<file path="config.mk">
export PLATFORM = sky130hd
export DESIGN_NAME = uart_tx_fifo_flat
export DESIGN_NICKNAME = d
export VERILOG_FILES = /design/src/rtl/uart_tx_fifo_if.sv /design/src/rtl/uart_tx_fifo.sv /design/src/flat_wrapper.sv
export SDC_FILE = /design/constraint.sdc
export NUM_CORES = 1
export LEC_CHECK = 0
export ABC_AREA = 1
export CAP_MARGIN = 5
export CORE_ASPECT_RATIO = 1.5
export CORE_MARGIN = 4
export CORE_UTILIZATION = 49
export CTS_CLUSTER_DIAMETER = 150
export DETAILED_ROUTE_END_ITERATION = 6
export GPL_TIMING_DRIVEN = 0
export PLACE_DENSITY = 0.77
export SYNTH_ARGS = -nofsm -noshare
export SYNTH_HDL_FRONTEND = slang
export SYNTH_SLANG_ARGS = --single-unit
</file>
<file path="constraint.sdc">
create_clock -name clk -period 2.3 [get_ports clk]
set_input_delay 0.46 -clock clk [delete_from_list [all_inputs] [get_ports clk]]
set_output_delay 0.46 -clock clk [all_outputs]
set_load 0.1 [all_outputs]
</file>
<file path="src/rtl/uart_tx_fifo_if.sv">
// Bus between the register side / transmitter and the UART transmit FIFO.
// The master side drives pushes and control and supplies tx_busy.
// The slave side is the FIFO, which returns the launch and status signals.
interface uart_tx_fifo_if #(
  parameter int DATA_WIDTH = 8,
  parameter int DEPTH      = 16
);
  localparam int ADDR_WIDTH = $clog2(DEPTH);

  logic                  wr_en;
  logic [DATA_WIDTH-1:0] wr_data;
  logic                  flush;
  logic                  tx_en;
  logic                  ovf_clr;
  logic                  tx_busy;
  logic                  tx_start;
  logic [DATA_WIDTH-1:0] tx_data;
  logic                  full;
  logic                  empty;
  logic [ADDR_WIDTH:0]   count;
  logic                  overflow;
  logic                  tx_active;

  modport master (
    output wr_en, wr_data, flush, tx_en, ovf_clr, tx_busy,
    input  tx_start, tx_data, full, empty, count, overflow, tx_active
  );

  modport slave (
    input  wr_en, wr_data, flush, tx_en, ovf_clr, tx_busy,
    output tx_start, tx_data, full, empty, count, overflow, tx_active
  );
endinterface

</file>
<file path="src/rtl/uart_tx_fifo.sv">
// Transmit FIFO and launch controller in front of the UART transmitter.
// Bytes are queued in a circular buffer and launched one at a time. Each
// launch is a 1-cycle tx_start pulse. A new launch waits until the
// transmitter has raised and then dropped tx_busy for the previous frame.
module uart_tx_fifo #(
  parameter int DATA_WIDTH = 8,
  parameter int DEPTH      = 16
) (
  input  logic           clk,
  input  logic           rst,
  uart_tx_fifo_if.slave  bus
);
  localparam int ADDR_WIDTH = $clog2(DEPTH);
  localparam logic [ADDR_WIDTH:0] PTR_INC = {{ADDR_WIDTH{1'b0}}, 1'b1};

  typedef enum logic [1:0] {IDLE, LAUNCH, WAIT_BUSY, WAIT_DONE} state_t;

  state_t                state_q, state_d;
  logic [ADDR_WIDTH:0]   wr_ptr_q, wr_ptr_d;
  logic [ADDR_WIDTH:0]   rd_ptr_q, rd_ptr_d;
  logic [ADDR_WIDTH:0]   count_q, count_d;
  logic                  full_q, full_d;
  logic                  empty_q, empty_d;
  logic                  overflow_q, overflow_d;
  logic                  tx_start_q, tx_start_d;
  logic [DATA_WIDTH-1:0] tx_data_q, tx_data_d;
  logic [DATA_WIDTH-1:0] mem_q [DEPTH];
  logic                  push;
  logic                  drop;
  logic                  launch;

  // Decode this cycle's push, dropped push and launch. full is the registered
  // flag, so a push into a full FIFO is dropped even if a pop happens now.
  always_comb begin
    push   = bus.wr_en & ~full_q & ~bus.flush;
    drop   = bus.wr_en &  full_q & ~bus.flush;
    launch = (state_q == IDLE) & bus.tx_en & ~empty_q & ~bus.tx_busy & ~bus.flush;
  end

  // Next pointers, occupancy, registered flags and sticky overflow
  always_comb begin
    wr_ptr_d = wr_ptr_q;
    rd_ptr_d = rd_ptr_q;
    if (bus.flush) begin
      wr_ptr_d = '0;
      rd_ptr_d = '0;
    end else begin
      if (push)   wr_ptr_d = wr_ptr_q + PTR_INC;
      if (launch) rd_ptr_d = rd_ptr_q + PTR_INC;
    end
    count_d = wr_ptr_d - rd_ptr_d;
    empty_d = (wr_ptr_d == rd_ptr_d);
    full_d  = (wr_ptr_d[ADDR_WIDTH] != rd_ptr_d[ADDR_WIDTH]) &&
              (wr_ptr_d[ADDR_WIDTH-1:0] == rd_ptr_d[ADDR_WIDTH-1:0]);
    if (drop)             overflow_d = 1'b1;
    else if (bus.ovf_clr) overflow_d = 1'b0;
    else                  overflow_d = overflow_q;
  end

  // Storage array: written on accepted pushes only, so no reset is needed
  always_ff @(posedge clk) begin
    if (push) mem_q[wr_ptr_q[ADDR_WIDTH-1:0]] <= bus.wr_data;
  end

  // Pointer, flag and FSM state registers
  always_ff @(posedge clk or posedge rst) begin
    if (rst) begin
      state_q    <= IDLE;
      wr_ptr_q   <= '0;
      rd_ptr_q   <= '0;
      count_q    <= '0;
      full_q     <= 1'b0;
      empty_q    <= 1'b1;
      overflow_q <= 1'b0;
      tx_start_q <= 1'b0;
      tx_data_q  <= '0;
    end else begin
      state_q    <= state_d;
      wr_ptr_q   <= wr_ptr_d;
      rd_ptr_q   <= rd_ptr_d;
      count_q    <= count_d;
      full_q     <= full_d;
      empty_q    <= empty_d;
      overflow_q <= overflow_d;
      tx_start_q <= tx_start_d;
      tx_data_q  <= tx_data_d;
    end
  end

  // Launch FSM next state. WAIT_BUSY absorbs the transmitter's registered busy rise.
  always_comb begin
    state_d = state_q;
    case (state_q)
      IDLE:      if (launch) state_d = LAUNCH;
      LAUNCH:    state_d = WAIT_BUSY;
      WAIT_BUSY: if (bus.tx_busy) state_d = WAIT_DONE;
      WAIT_DONE: if (!bus.tx_busy) state_d = IDLE;
      default:   state_d = IDLE;
    endcase
  end

  // Launch outputs: a 1-cycle start pulse and the popped byte, held until the next launch
  always_comb begin
    tx_start_d = launch;
    tx_data_d  = launch ? mem_q[rd_ptr_q[ADDR_WIDTH-1:0]] : tx_data_q;
  end

  assign bus.tx_start  = tx_start_q;
  assign bus.tx_data   = tx_data_q;
  assign bus.full      = full_q;
  assign bus.empty     = empty_q;
  assign bus.count     = count_q;
  assign bus.overflow  = overflow_q;
  assign bus.tx_active = (state_q != IDLE);
endmodule
</file>
<file path="src/flat_wrapper.sv">
// flat-port wrapper written by rule: the top's interface ports become plain ports
module uart_tx_fifo_flat 
#(
  parameter int DATA_WIDTH = 8,
  parameter int DEPTH      = 16
)
  (clk, rst, bus_wr_en, bus_wr_data, bus_flush, bus_tx_en, bus_ovf_clr, bus_tx_busy, bus_tx_start, bus_tx_data, bus_full, bus_empty, bus_count, bus_overflow, bus_tx_active);
  uart_tx_fifo_if #(.DATA_WIDTH(DATA_WIDTH), .DEPTH(DEPTH)) bus_i ();
  input  logic clk;
  input  logic rst;
  input wire logic [$bits(bus_i.wr_en)-1:0] bus_wr_en;
  input wire logic [$bits(bus_i.wr_data)-1:0] bus_wr_data;
  input wire logic [$bits(bus_i.flush)-1:0] bus_flush;
  input wire logic [$bits(bus_i.tx_en)-1:0] bus_tx_en;
  input wire logic [$bits(bus_i.ovf_clr)-1:0] bus_ovf_clr;
  input wire logic [$bits(bus_i.tx_busy)-1:0] bus_tx_busy;
  output wire logic [$bits(bus_i.tx_start)-1:0] bus_tx_start;
  output wire logic [$bits(bus_i.tx_data)-1:0] bus_tx_data;
  output wire logic [$bits(bus_i.full)-1:0] bus_full;
  output wire logic [$bits(bus_i.empty)-1:0] bus_empty;
  output wire logic [$bits(bus_i.count)-1:0] bus_count;
  output wire logic [$bits(bus_i.overflow)-1:0] bus_overflow;
  output wire logic [$bits(bus_i.tx_active)-1:0] bus_tx_active;
  assign bus_i.wr_en = bus_wr_en;
  assign bus_i.wr_data = bus_wr_data;
  assign bus_i.flush = bus_flush;
  assign bus_i.tx_en = bus_tx_en;
  assign bus_i.ovf_clr = bus_ovf_clr;
  assign bus_i.tx_busy = bus_tx_busy;
  assign bus_tx_start = bus_i.tx_start;
  assign bus_tx_data = bus_i.tx_data;
  assign bus_full = bus_i.full;
  assign bus_empty = bus_i.empty;
  assign bus_count = bus_i.count;
  assign bus_overflow = bus_i.overflow;
  assign bus_tx_active = bus_i.tx_active;
  uart_tx_fifo #(.DATA_WIDTH(DATA_WIDTH), .DEPTH(DEPTH)) u_core (.clk(clk), .rst(rst), .bus(bus_i));
endmodule
</file>
# Word level (Yosys, flattened, before mapping)
# Memories as Yosys holds them, arrays and structs flattened. A register that Yosys moved wholly into a read port is not among the register bits.
# Index checks and enable logic that the tools add are counted.
[word_totals]
register_bits = 21
latchBits = 0
ramBits = 128
romBits = 0
input_bits = 15
out_inout_bits = 18
memories = 1
[classes]
n_addsub = 3
multipliers = 0
n_div = 0
order_cmp = 0
n_eq_ne = 9
shift = 0
n_mux = 12
n_bitwise = 12
n_reduce_logical = 5
[memory_table]
columns = ["name", "depth", "word_bits", "read_ports", "rd_ports_with_merged_regs", "wr", "line", "rtl"]
rows = [
  ["u_core.mem_q", 16, 8, 1, 1, 1, "uart_tx_fifo.sv:27", "logic [DATA_WIDTH-1:0] mem_q [DEPTH];"],
]
[op_table]
columns = ["op", "count"]
rows = [
  ["$mux 5", 4],
  ["$add 5x1->5 const B", 2],
  ["$and 1x1->1", 8],
  ["$pmux 2 s4", 1],
  ["$mux 2", 3],
  ["$eq 5x5->1", 1],
  ["$sub 5x5->5", 1],
  ["$eq 2x2->1 const B", 2],
  ["$eq 4x4->1", 1],
  ["$mux 1", 4],
  ["$ne 2x2->1 const B", 2],
  ["$not 1->1", 4],
  ["$reduce_bool 2->1", 2],
  ["$reduce_and 3->1", 1],
  ["$eq 2x1->1 const B", 1],
  ["$logic_not 2->1", 1],
  ["$ne 2x1->1 const B", 1],
  ["$logic_and 1x1->1", 1],
  ["$ne 1x1->1", 1],
]

# Depth between registers and ports, before layout
# Gate-level depths: netlist of run 1.
[depth]
depth_word = 9
mapped_depth = 15
mapped_depth_nobuf = 15

# Worst setup path before layout of run 1
# OpenSTA, ideal clock, no wires.
[synth_timing]
path_type = "reg2reg"
start = "register u_core.full_q (netlist: u_core.bus.full)"
end = "register u_core.count_q[4] (netlist: u_core.bus.count[4])"
t_arrival_ns = 2.287
required_time_ns = 2.183
slack_ns = -0.105
path_stages_with_launch = 12
path_buffers = 0
synth_period_minus_slack_ns = 2.405
cell_sequence = "dfrtp_1 -> inv_1 -> nand2_1 -> nor2_1 -> o21ai_0 -> ha_1 -> inv_1 -> fa_1 -> nand3_1 -> nand2_1 -> nand3_1 -> nand2_1"
[synth_via]
elab_chain_len = 6
[synth_rtl]
columns = ["element", "line", "rtl"]
rows = [
  ["from (decl)", "uart_tx_fifo.sv:22", "logic full_q, full_d;"],
  ["from (signal assigned)", "uart_tx_fifo.sv:82", "full_q <= full_d;"],
  ["$not 1->1", "uart_tx_fifo.sv:35", "push = bus.wr_en & ~full_q & ~bus.flush;"],
  ["$and 1x1->1 (2 in series)", "uart_tx_fifo.sv:35", ""],
  ["$mux 5", "uart_tx_fifo.sv:48", "if (push) wr_ptr_d = wr_ptr_q + PTR_INC;"],
  ["$mux 5", "uart_tx_fifo.sv:44", "if (bus.flush) begin"],
  ["$sub 5x5->5", "uart_tx_fifo.sv:51", "count_d = wr_ptr_d - rd_ptr_d;"],
  ["named net u_core.count_d[4]", "uart_tx_fifo.sv:21", "logic [ADDR_WIDTH:0] count_q, count_d;"],
  ["to (signal assigned)", "uart_tx_fifo.sv:81", "count_q <= count_d;"],
  ["to (decl)", "uart_tx_fifo.sv:21", ""],
]
# The timed path passes the listed nets, and every way through them passes these cells.
# A chain may end at the register's enable or synchronous reset.

# Worst setup path in the final report of run 1
[layout_timing]
start = "input bus_wr_en"
end = "memory u_core.mem_q[14][5], enable pin"
[layout_via]
elab_chain_len = 4
[layout_rtl]
columns = ["element", "line", "rtl"]
rows = [
  ["from (decl)", "flat_wrapper.sv:11", "input wire logic [$bits(bus_i.wr_en)-1:0] bus_wr_en;"],
  ["$and 1x1->1 (2 in series)", "uart_tx_fifo.sv:35", ""],
  ["$mux 1", "uart_tx_fifo.sv:62", "if (push) mem_q[wr_ptr_q[ADDR_WIDTH-1:0]] <= bus.wr_data;"],
  ["$mux 1 (implied by the code)", "uart_tx_fifo.sv:62", ""],
  ["to (decl)", "uart_tx_fifo.sv:27", ""],
]
# Every way passes these cells.

==> metrics.txt, run 1 <==
minimum clock period after layout 2440 ps; hold-fix buffer count after cts 0; Sw Share 31.6%; peak supply drop 0.00102 V; fraction of registers with async set/reset 18.5%; Yosys top cell area share 56.2%; Comb pwr share 20.7%; worst slack, placed -837 ps; setup TNS -2400 ps; Die Wd 104 um; GPL Wtd Cong 0.907; gr usage total 22.2%; CTS tree yes; Pins Over Slew Limit 0; Worst Skew 7.56 ps; final hold slack 533 ps; Clock Power Share 36.4%; top post-synthesis cells by area edfxtp_1, dfrtp_1, nand2_1; synthesized flop and latch total 157; number of port buffers 32; Initial Util 50.3%; Synth top cells by count nand2_1, edfxtp_1, nor2_1, nand3_1, inv_1; reg2reg setup slack -70 ps; Pint 0.00522 W; CP startpoint bus_wr_en; Synth cell types 27; share of layout cells above drive strength 1 13.8%; LEAKAGE 3.31 nW; clk sinks 157; Finish-stage setup viols 24; Min-Delay Path Class reg -> reg; Post-DP HPWL 11.8 mm; FILL cells 1061; Least-Margin Pin Slew 1230 ps; largest net degree at the start of global routing 30; placed insts 846; max-cap viol count 0; initial antenna violation count 0; Power Dens Cells 941 nW/um^2; clock-pin slew on the worst setup and hold paths 60 ps; Syn Inst Count 650; fmax 410 MHz; critical path capture point u_core.mem_q[14][5]; Area Overhead vs Synth 18.7%; Req. time, crit path 2330 ps; unrepaired setup endpoints after global routing yes; clock root buffer master clkbuf_16; r2r endpoint u_core.mem_q[14][5]; Layout Nets 740; final std cells w/o fill 886; CP Max Fanout 10; DRT Pass-1 Iters 5; setup slack after layout -141 ps; Rel. slew slack 17.1%; Die H 153 um; critical path arrival 2470 ps; Synth area leader edfxtp_1; cells on worst reg2reg path 6; CTS H-tree depth 4; prevailing post-synth register cell edfxtp_1; total die area 15900 sq um; worst setup path category in -> reg; vias in the first global route 4955; total power 0.00764 W; Initial DRC Count 389; period utilization 106%; worst skew pair latency 420 ps; syn avg cell area 10.5 sq um; reg2reg start u_core.bus.full; Post-synth EDFFs 128; first-pass GRT wire length 26.8 mm; via/cell ratio 5.53; final hold violations 0; switching pwr 0.00241 W; Critical Path Sink Type flip-flop; failing checks setup timing; Cell Area, Synth 6840 sq um; part of the power in registers 42.9%; Post-DRT Antenna Nets 0; Ys Warns 0; Critical Path Source Type primary input; Max Buffers Root-to-Sink 2; WHS Path Cells 2; total grt overflow 0; Wirelength per Cell 19.2 um; num rows 52; CTS Buf Count 17; io pins 33; post-synthesis sequential area ratio 66.9%; status complete, but fails checks; vias 4897; syn_nets 679; number of diodes 0; Routed WL 17.1 mm; most frequent cell after synthesis nand2_1; Post-route DRC 0; core area 13600 sq um
flip-flops by register name, summed over array words and instances (netlist names):
name and cells:
u_core.wr_ptr_q 5, u_core.bus.count 5, u_core.bus.overflow 1, u_core.bus.full 1, u_core.bus.empty 1, u_core.mem_q 128, u_core.bus.tx_start 1, u_core.rd_ptr_q 5
u_core.state_q 2, u_core.bus.tx_data 8
through the flow:
step,util (%),area (sq um)
floorplan,-,6840
global route,59.7,8110
finish,59.7,8110
detailed placement,54.2,7370
global placement,54.2,7360
CTS,59.0,8030
what timing repair did:
item	in CTS	in global routing
hold endpoints to repair	0	0
setup buffers	2	6
pin swaps	1	3
resized for setup	41	10
setup endpoints to repair	96	73
final cells by class:
class | count | area (sq um) | share of cell area (%)
flip-flops and latches | 157 | 4580 | 56.4
well taps | 162 | 203 | 2.50
plain buffers | 24 | 146 | 1.80
repair buffers | 43 | 377 | 4.64
clock inverters | 15 | 163 | 2.00
clock buffers | 17 | 425 | 5.24
inverters | 60 | 225 | 2.78
multi-input cells | 408 | 2000 | 24.6
critical path, cell delays in order:
cell             delay, ps
clkdlybuf4s50_1        490
nand2_2                 90
inv_1                   70
nand2_1                 90
clkbuf_1               260
nor3_1                 990
power by group through the flow:
stage | combinational [W] | clock, W | sequential [W]
final | 0.00158 | 0.00278 | 0.00328
after global routing | 0.00168 | 0.00293 | 0.00329
after CTS | 0.00152 | 0.00279 | 0.00327
after floorplan | 0.000470 | 0 | 0.00396
after detailed placement | 0.00152 | 0 | 0.00333
after global placement | 0.00148 | 0 | 0.00333
cells by family (layout without fill, tap and decap cells):
logic type / Yosys count / count (layout) / synth area share [%]
simple gates: 331 / 331 / 20.1
flops: 157 / 157 / 66.9
buf+inv: 85 / 159 / 5.53
compound gates: 60 / 60 / 4.47
fa+ha+maj: 14 / 14 / 2.67
xor+xnor: 2 / 2 / 0.256
mux: 1 / 1 / 0.146
placed cells by master, fill, tap and decap left out, types with 4 or more instances in the layout:
cell type | netlist | layout
o21ai_0 | 41 | 40
inv_6 | 0 | 4
or2_2 | 8 | 8
dlygate4sd2_1 | 0 | 17
a21oi_1 | 10 | 8
nor2_1 | 81 | 80
buf_4 | 1 | 9
inv_2 | 3 | 6
clkdlybuf4s50_1 | 0 | 13
o21ai_1 | 7 | 7
inv_1 | 57 | 54
nor3_1 | 12 | 8
nand3_1 | 62 | 61
nor3_2 | 0 | 4
ha_1 | 13 | 10
clkbuf_16 | 0 | 17
edfxtp_1 | 128 | 128
dfrtp_1 | 28 | 27
nand2_1 | 163 | 159
buf_2 | 14 | 17
per-layer routing:
layer	track usage [%]	routed length, um	share of wire (%)
met1	24.2	6330	37
met5	0	0	0
met4	12.2	826	4.8
met3	4.20	809	4.7
met2	40.1	9090	53
how the worst min path moves through the flow:
stage / start / end / slack (ps)
finish: u_core.bus.overflow / u_core.bus.overflow / 530
CTS: u_core.bus.overflow / u_core.bus.overflow / 540
global placement: u_core.state_q[0] / u_core.state_q[0] / 500
global route: u_core.bus.overflow / u_core.bus.overflow / 580
floorplan: u_core.state_q[0] / u_core.state_q[0] / 480
detailed placement: u_core.state_q[0] / u_core.state_q[0] / 530
(Power assumes the default switching activity.)
==> run 2: changes to the inputs <==
--- a/config.mk
+++ b/config.mk
@@ -14,6 +14,7 @@
 export DETAILED_ROUTE_END_ITERATION = 6
 export GPL_TIMING_DRIVEN = 0
 export PLACE_DENSITY = 0.77
+export SKIP_CTS_REPAIR_TIMING = 1
 export SYNTH_ARGS = -nofsm -noshare
 export SYNTH_HDL_FRONTEND = slang
 export SYNTH_SLANG_ARGS = --single-unit
==> metrics.txt, run 2 (synthesis gave the netlist of run 1 again) <==
clock root buffer master clkbuf_16; Finish-stage setup viols 1; LEAKAGE 3.50 nW; Layout Nets 737; Max Buffers Root-to-Sink 2; Area Overhead vs Synth 19.6%; period utilization 102%; total die area 15900 sq um; setup slack after layout -34.7 ps; critical path arrival 2650 ps; CTS Buf Count 17; minimum clock period after layout 2330 ps; via/cell ratio 5.44; Die H 153 um; peak supply drop 0.00103 V; worst setup path category reg -> reg; total grt overflow 0; Worst Skew 8.06 ps; Initial Util 50.3%; Critical Path Sink Type flip-flop; Pins Over Slew Limit 0; Die Wd 104 um; DRT Pass-1 Iters 5; CTS tree yes; register area 4580 sq um; Post-route DRC 0; setup TNS -34.7 ps; Power Dens Cells 934 nW/um^2; gr usage total 22.1%; failing checks setup timing; Post-DP HPWL 11.8 mm; largest net degree at the start of global routing 30; vias in the first global route 4912; vias 4806; GPL Wtd Cong 0.907; CTS H-tree depth 4; core area 13600 sq um; Initial DRC Count 365; share of layout cells above drive strength 1 14.3%; CP Max Fanout 4; initial antenna violation count 0; Min-Delay Path Class reg -> reg; placed insts 846; final hold violations 0; number of diodes 0; Critical Path Source Type flip-flop; max-cap viol count 0; clk sinks 157; Rel. slew slack 27.2%; Post-DRT Antenna Nets 0; Req. time, crit path 2610 ps; first-pass GRT wire length 26.7 mm; number of port buffers 32; area of the multi-input gates 2020 sq um; max reg flops 128; most common cell after layout, fill and taps aside nand2_1; most frequent cells in the layout nand2_1, edfxtp_1, nor2_1, nand3_1, inv_1; FILL cells 1037; Wirelength per Cell 19.3 um; worst skew pair latency 420 ps; status complete, but fails checks; final hold slack 535 ps; clock-pin slew on the worst setup and hold paths 60 ps; num rows 52; Routed WL 17.0 mm; final std cells w/o fill 883; fmax 428 MHz; unrepaired setup endpoints after global routing yes; io pins 33; Least-Margin Pin Slew 1090 ps
run 2: changes by cell type in the layout (fill, tap and decap cells not counted), moves of 2 or more:
| cell | before | now |
|---|---|---|
| dlymetal6s2s_1 | 0 | 18 |
| nor3_1 | 8 | 3 |
| dlygate4sd2_1 | 17 | 0 |
| buf_4 | 9 | 5 |
| nor3_4 | 0 | 2 |
| nor3_2 | 4 | 7 |
| a21oi_2 | 1 | 3 |
| nor2_1 | 80 | 76 |
| clkdlybuf4s15_2 | 2 | 0 |
| nor2_2 | 1 | 4 |
run 2: final timing paths:
check                                         start  slack, ps               endpoint  cells after the start
worst min-delay path            u_core.bus.overflow        530    u_core.bus.overflow                      2
max in group asynchronous                       rst        950        u_core.bus.full                      2
worst min register to register  u_core.bus.overflow        530    u_core.bus.overflow                      2
min in group asynchronous                       rst        620  u_core.bus.tx_data[5]                      2
worst max register to register    u_core.state_q[1]        -30    u_core.bus.count[4]                     13
worst max-delay path              u_core.state_q[1]        -30    u_core.bus.count[4]                     13
run 2: worst max-delay path: stages (launching register included):
cell and delay [ps]:
dfrtp_1 410, inv_2 80, ha_2 200, nand2_2 90
nor2_4 130, nand2_2 120, a21oi_2 230, ha_1 180
inv_1 60, fa_1 400, nand3_1 100, nand2_1 80
nand3_1 90, nand2_1 50
run 2: layout make-up:
| cell class | instances | area share [%] |
|---|---|---|
| Buffer | 24 | 1.79 |
| Clock buffer | 17 | 5.20 |
| Clock inverter | 15 | 1.99 |
| Inverter | 60 | 2.75 |
| Multi-Input combinational cell | 408 | 24.8 |
| Sequential cell | 157 | 56.0 |
| Tap cell | 162 | 2.48 |
| Timing Repair Buffer | 40 | 5.05 |
run 2: power breakdown:
part | internal [W] | switching [W] | total, W
logic | 0.000398 | 0.00118 | 0.00158
registers | 0.00321 | 0.0000658 | 0.00328
clock network | 0.00162 | 0.00117 | 0.00279
total | 0.00523 | 0.00241 | 0.00764
run 2: through the flow:
stage               worst slack (ps)  power, W  utilization, %  cell area [sq um]
floorplan                       57.0   0.00443               -               6840
global placement                -814   0.00481            54.2               7360
detailed placement              -837   0.00485            54.2               7370
CTS                             -518   0.00760            58.6               7960
global route                    -187   0.00788            60.1               8180
finish                         -34.7   0.00764            60.1               8180
run 2: layer usage:
layer,share of wire [%],wire length (um),up-vias,track usage (%)
met5,0,0,-,0
met1,38,6440,2344,24.2
met4,4.7,801,0,12.0
met3,3.7,624,43,4.03
li1,-,-,2284,-
met2,54,9170,135,40.0
==> run 3: changes to the inputs <==
--- a/config.mk
+++ b/config.mk
@@ -6,6 +6,7 @@
 export NUM_CORES = 1
 export LEC_CHECK = 0
 export ABC_AREA = 1
+export ABC_CLOCK_PERIOD_IN_PS = 2300
 export CAP_MARGIN = 5
 export CORE_ASPECT_RATIO = 1.5
 export CORE_MARGIN = 4
==> results of run 3 <==
No change in the layout: final DEF, timing and power equal those of run 2.
==> RTL change 1 (flow settings as in run 2) <==
`tx_data_q` no longer has a reset.
--- a/src/rtl/uart_tx_fifo.sv
+++ b/src/rtl/uart_tx_fifo.sv
@@ -74,5 +74,4 @@
       overflow_q <= 1'b0;
       tx_start_q <= 1'b0;
-      tx_data_q  <= '0;
     end else begin
       state_q    <= state_d;
@@ -84,6 +83,9 @@
       overflow_q <= overflow_d;
       tx_start_q <= tx_start_d;
-      tx_data_q  <= tx_data_d;
     end
+  end
+
+  always_ff @(posedge clk) begin
+    tx_data_q <= tx_data_d;
   end
 
Formal check against the unedited RTL: differs if rst is asserted again (counterexample within 4 cycles, from zero or initial values and one cycle with rst high); with rst held inactive, the same outputs for 10 cycles.
==> RTL change 1 against run 2 <==
Global-route usage fell by 1.2 points; count of clock-buffer cells in the layout up 7; critical path depth decreased by 1; total power decreased by 14%; sequential cell count unchanged; cell area is 3.8% lower; clock skew rose by 3.5 ps; routed wire length fell by 11%; area after synthesis is 3.3% lower; combinational power fell by 48%; setup slack improved by 52 ps; largest cell class unchanged.
==> RTL change 1: results (changes against run 2) <==
status=finished clean (was finished, violations left); register area share after synthesis=69.73% (was 66.86%); total track usage=20.85% (was 22.06%); clock skew=11.61 ps (was 8.063 ps); Commonest cells post-synth=edfxtp_1 (136), nand2_1 (104), inv_1 (47), nand3_1 (44), o21ai_0 (36) (was nand2_1 (163), edfxtp_1 (128), nor2_1 (81), nand3_1 (62), inv_1 (57)); placed cell area=7138 um^2 (was 7375 um^2); Synth area leaders=edfxtp_1 (62%), dfrtp_1 (7.6%), nand2_1 (5.9%), nand3_1 (3.3%), o21ai_0 (2.7%) (was edfxtp_1 (56%), dfrtp_1 (10%), nand2_1 (8.9%), nand3_1 (4.5%), nor2_1 (4.4%)); Fillers=947 (was 1,037); CP Data Arrival Time=2600 ps (was 2650 ps); clk cell area share=6.886% (was 7.193%); clock buffer count from CTS=17 (unchanged); nets=644 (was 737); clk_buf instances=24 (was 17); WL final=15,210 um (was 17,030 um); share of layout cells above drive strength 1=14.33% (was 14.29%); post-synthesis cell type count=31 (was 27); Psw=1.671 mW (was 2.413 mW); Repair and plain buffers=66 (was 64); R2R Setup Slk=20 ps (was -30 ps); Peak VDD IR=605.6 uV (was 1034 uV); ys async rst share=13.38% (was 18.47%); routability cong.=0.9233 (was 0.9072); Hold Path Class=input port to asynchronous set/reset pin (was flop to flop); sequential share of cell area=58.62% (was 55.97%); largest net degree at the start of global routing=22 (was 30); Post-synth EDFFs=136 (was 128); Tightest Pin Transition=1135 ps (was 1091 ps); vias per cell=5.774 (was 5.443); Storage cell area=4612 um^2 (was 4576 um^2); Synth Net Count=583 (was 679); Placed Cells=746 (was 846); final hold slack=499.7 ps (was 534.5 ps); multi-input gates=321 (was 408); Non-CTS inverters=52 (was 60); IO buf count=32 (unchanged); NonClk Buf Share=7.172% (was 6.841%); DR vias=4,544 (was 4,806); Place WS=-743.5 ps (was -837.3 ps); Initial DRC Count=448 (was 365); Avg Cell Area, Syn=11.94 um^2 (was 10.52 um^2); dpl hpwl=10,170 um (was 11,790 um); Leakage=3.112 nW (was 3.496 nW); multi-input combinational area share=22.31% (was 24.76%); global-route wire length before repair=23,560 um (was 26,660 um)
RTL change 1: path summary, 6_finish.rpt:
check,startpoint,endpoint,cells past startpoint
max,u_core.rd_ptr_q[0],u_core.bus.count[4],12
max in group asynchronous,rst,u_core.bus.full,2
min reg2reg,u_core.bus.overflow,u_core.bus.overflow,2
min,rst,u_core.bus.tx_start,2
max reg2reg,u_core.rd_ptr_q[0],u_core.bus.count[4],12
min in group clk,u_core.bus.overflow,u_core.bus.overflow,2
RTL change 1: per-layer routing:
metal / vias to the layer above / global-route usage (%) / routed length [um] / share of wire [%]
met3: 48 / 4.080 / 805 / 5.3
met5: - / 0 / 0 / 0
li1: 2077 / - / - / -
met2: 197 / 36.51 / 8206 / 54
met1: 2222 / 24.24 / 5578 / 37
met4: 0 / 9.786 / 624 / 4.1
RTL change 1: kinds of logic after synthesis:
group                    after synthesis  synth area share [%]
AO/OA/AOI/OAI                         84                 7.058
XOR/XNOR                               2                0.2649
adder cells (fa/ha/maj)               14                 2.763
buffers and inverters                 76                 4.976
flip-flops                           157                 69.73
multiplexers                           1                0.1514
AND/OR/NAND/NOR                      220                 15.06
RTL change 1: power groups by stage:
| stage | sequential (mW) | combinational (mW) | clock, mW |
|---|---|---|---|
| finish | 3.21 | 0.820 | 2.58 |
| global route | 3.21 | 0.889 | 2.71 |
| floorplan | 3.42 | 0.372 | 0 |
| global placement | 3.26 | 0.760 | 0 |
| detailed placement | 3.27 | 0.789 | 0 |
| CTS | 3.21 | 0.797 | 2.59 |
RTL change 1: worst max-delay path, cell delays in order, from the launching register on:
cell and delay [ps]:
dfrtp_1 390, buf_4 180, inv_2 100, clkbuf_4 240
o21ai_0 130, a21oi_2 220, ha_1 190, inv_1 60
fa_2 350, nand3_1 90, nand2_1 80, nand3_1 90
nand2_1 50
==> RTL change 2 (config.mk and constraints of run 2) <==
Without the edit above. `DATA_WIDTH` is set to 8 in 3 places; all go to 7.
--- a/src/rtl/uart_tx_fifo_if.sv
+++ b/src/rtl/uart_tx_fifo_if.sv
@@ -3,5 +3,5 @@
 // The slave side is the FIFO, which returns the launch and status signals.
 interface uart_tx_fifo_if #(
-  parameter int DATA_WIDTH = 8,
+  parameter int DATA_WIDTH = 7,
   parameter int DEPTH      = 16
 );
--- a/src/rtl/uart_tx_fifo.sv
+++ b/src/rtl/uart_tx_fifo.sv
@@ -4,5 +4,5 @@
 // transmitter has raised and then dropped tx_busy for the previous frame.
 module uart_tx_fifo #(
-  parameter int DATA_WIDTH = 8,
+  parameter int DATA_WIDTH = 7,
   parameter int DEPTH      = 16
 ) (
--- a/src/flat_wrapper.sv
+++ b/src/flat_wrapper.sv
@@ -2,5 +2,5 @@
 module uart_tx_fifo_flat 
 #(
-  parameter int DATA_WIDTH = 8,
+  parameter int DATA_WIDTH = 7,
   parameter int DEPTH      = 16
 )
Ports: changed (resized bus_tx_data and bus_wr_data); port bits go from 33 to 31. No check against the original RTL was run, so the function may have changed too.
==> RTL change 2 against run 2 <==
Cell area decreased by 8.8%; area after synthesis decreased by 9.9%; highest routed layer unchanged; routed wire length decreased by 8.5%; total power decreased by 5.9%; sequential cell count decreased by 17; critical path type is now flop to output port; count of clock-buffer cells in the layout increased by 5; setup slack improved by 91 ps.
==> RTL change 2: results (changes against run 2) <==
status=finished clean (was finished, violations left); Initial DRC Count=517 (was 365); Post-synth EDFFs=112 (was 128); Hold Path Class=input port to flop (was flop to flop); vias per cell=5.578 (was 5.443); Leakage=3.181 nW (was 3.496 nW); Top Family by Delay on Critical Path=buffers and inverters (was adder cells); Placed Cells=774 (was 846); Wirelength per Cell=19.28 um (was 19.29 um); clock skew=9.861 ps (was 8.063 ps); hold path start=bus_flush (was u_core.bus.overflow); ys async rst share=20.00% (was 18.47%); register area share after synthesis=66.00% (was 66.86%); WHS Endpoint=u_core.wr_ptr_q[1] (was u_core.bus.overflow); Place WS=-484.5 ps (was -837.3 ps); CP max stage delay=750 ps (was 410 ps); Synth area leaders=edfxtp_1 (55%), dfrtp_1 (11%), nand2_1 (8.9%), nand3_1 (4.6%), nor2_1 (4.3%) (was edfxtp_1 (56%), dfrtp_1 (10%), nand2_1 (8.9%), nand3_1 (4.5%), nor2_1 (4.4%)); IO buf count=30 (was 32); worst reg2reg path startpoint=u_core.state_q[0] (was u_core.state_q[1]); Synth Net Count=619 (was 679); share of layout cells above drive strength 1=14.05% (was 14.29%); CP Data Arrival Time=1780 ps (was 2650 ps); global-route wire length before repair=23,160 um (was 26,660 um); total track usage=21.34% (was 22.06%); max FFs per register=112 (was 128); nets=670 (was 737); largest net degree at the start of global routing=29 (was 30)
==> RTL change 2: metal layers <==
layer	wire, um	GRT usage (%)
met5	0	0
met4	1234	15.24
met3	843	4.083
met2	8220	37.45
met1	5277	22.34
==> RTL change 2: logic make-up (layout without fill, tap and decap cells) <==
kind of cell,count (synthesis),after routing,share of synthesized area (%)
AO/OA/AOI/OAI,55,55,4.550
multiplexers,1,1,0.1625
buffers and inverters,79,143,5.687
AND/OR/NAND/NOR,300,300,20.35
adder cells (fa/ha/maj),14,14,2.966
flip-flops,140,140,66.00
XOR/XNOR,2,2,0.2844
==> RTL change 2: cell type report <==
| cell class | count | area, um^2 | share of cell area, % |
|---|---|---|---|
| plain buffers | 21 | 128.9 | 1.728 |
| clock buffers | 22 | 475.5 | 6.377 |
| clock inverters | 10 | 137.6 | 1.846 |
| inverters | 57 | 214.0 | 2.870 |
| multi-input cells | 372 | 1877 | 25.17 |
| flip-flops and latches | 140 | 4071 | 54.61 |
| well taps | 153 | 191.4 | 2.568 |
| repair buffers | 33 | 360.3 | 4.833 |
==> RTL change 2: where the power goes <==
group          leakage (nW)  total, mW  switching (mW)  internal, mW
Clock                 0.296       2.81            1.02          1.80
Combinational          1.52       1.45            1.07         0.379
Sequential             1.37       2.93          0.0605          2.86
==> RTL change 2: how the worst max path moves through the flow <==
stage / depth (start not counted) / endpoint / slack (ps) / from
global placement: 12 / u_core.bus.count[4] / -420 / bus_flush
floorplan: 11 / u_core.bus.count[4] / 100 / u_core.bus.empty
finish: 1 / bus_empty / 60 / u_core.bus.empty
CTS: 4 / bus_tx_active / -480 / u_core.state_q[0]
detailed placement: 12 / u_core.bus.count[4] / -480 / bus_flush
global route: 15 / u_core.bus.count[4] / -60 / u_core.state_q[0]
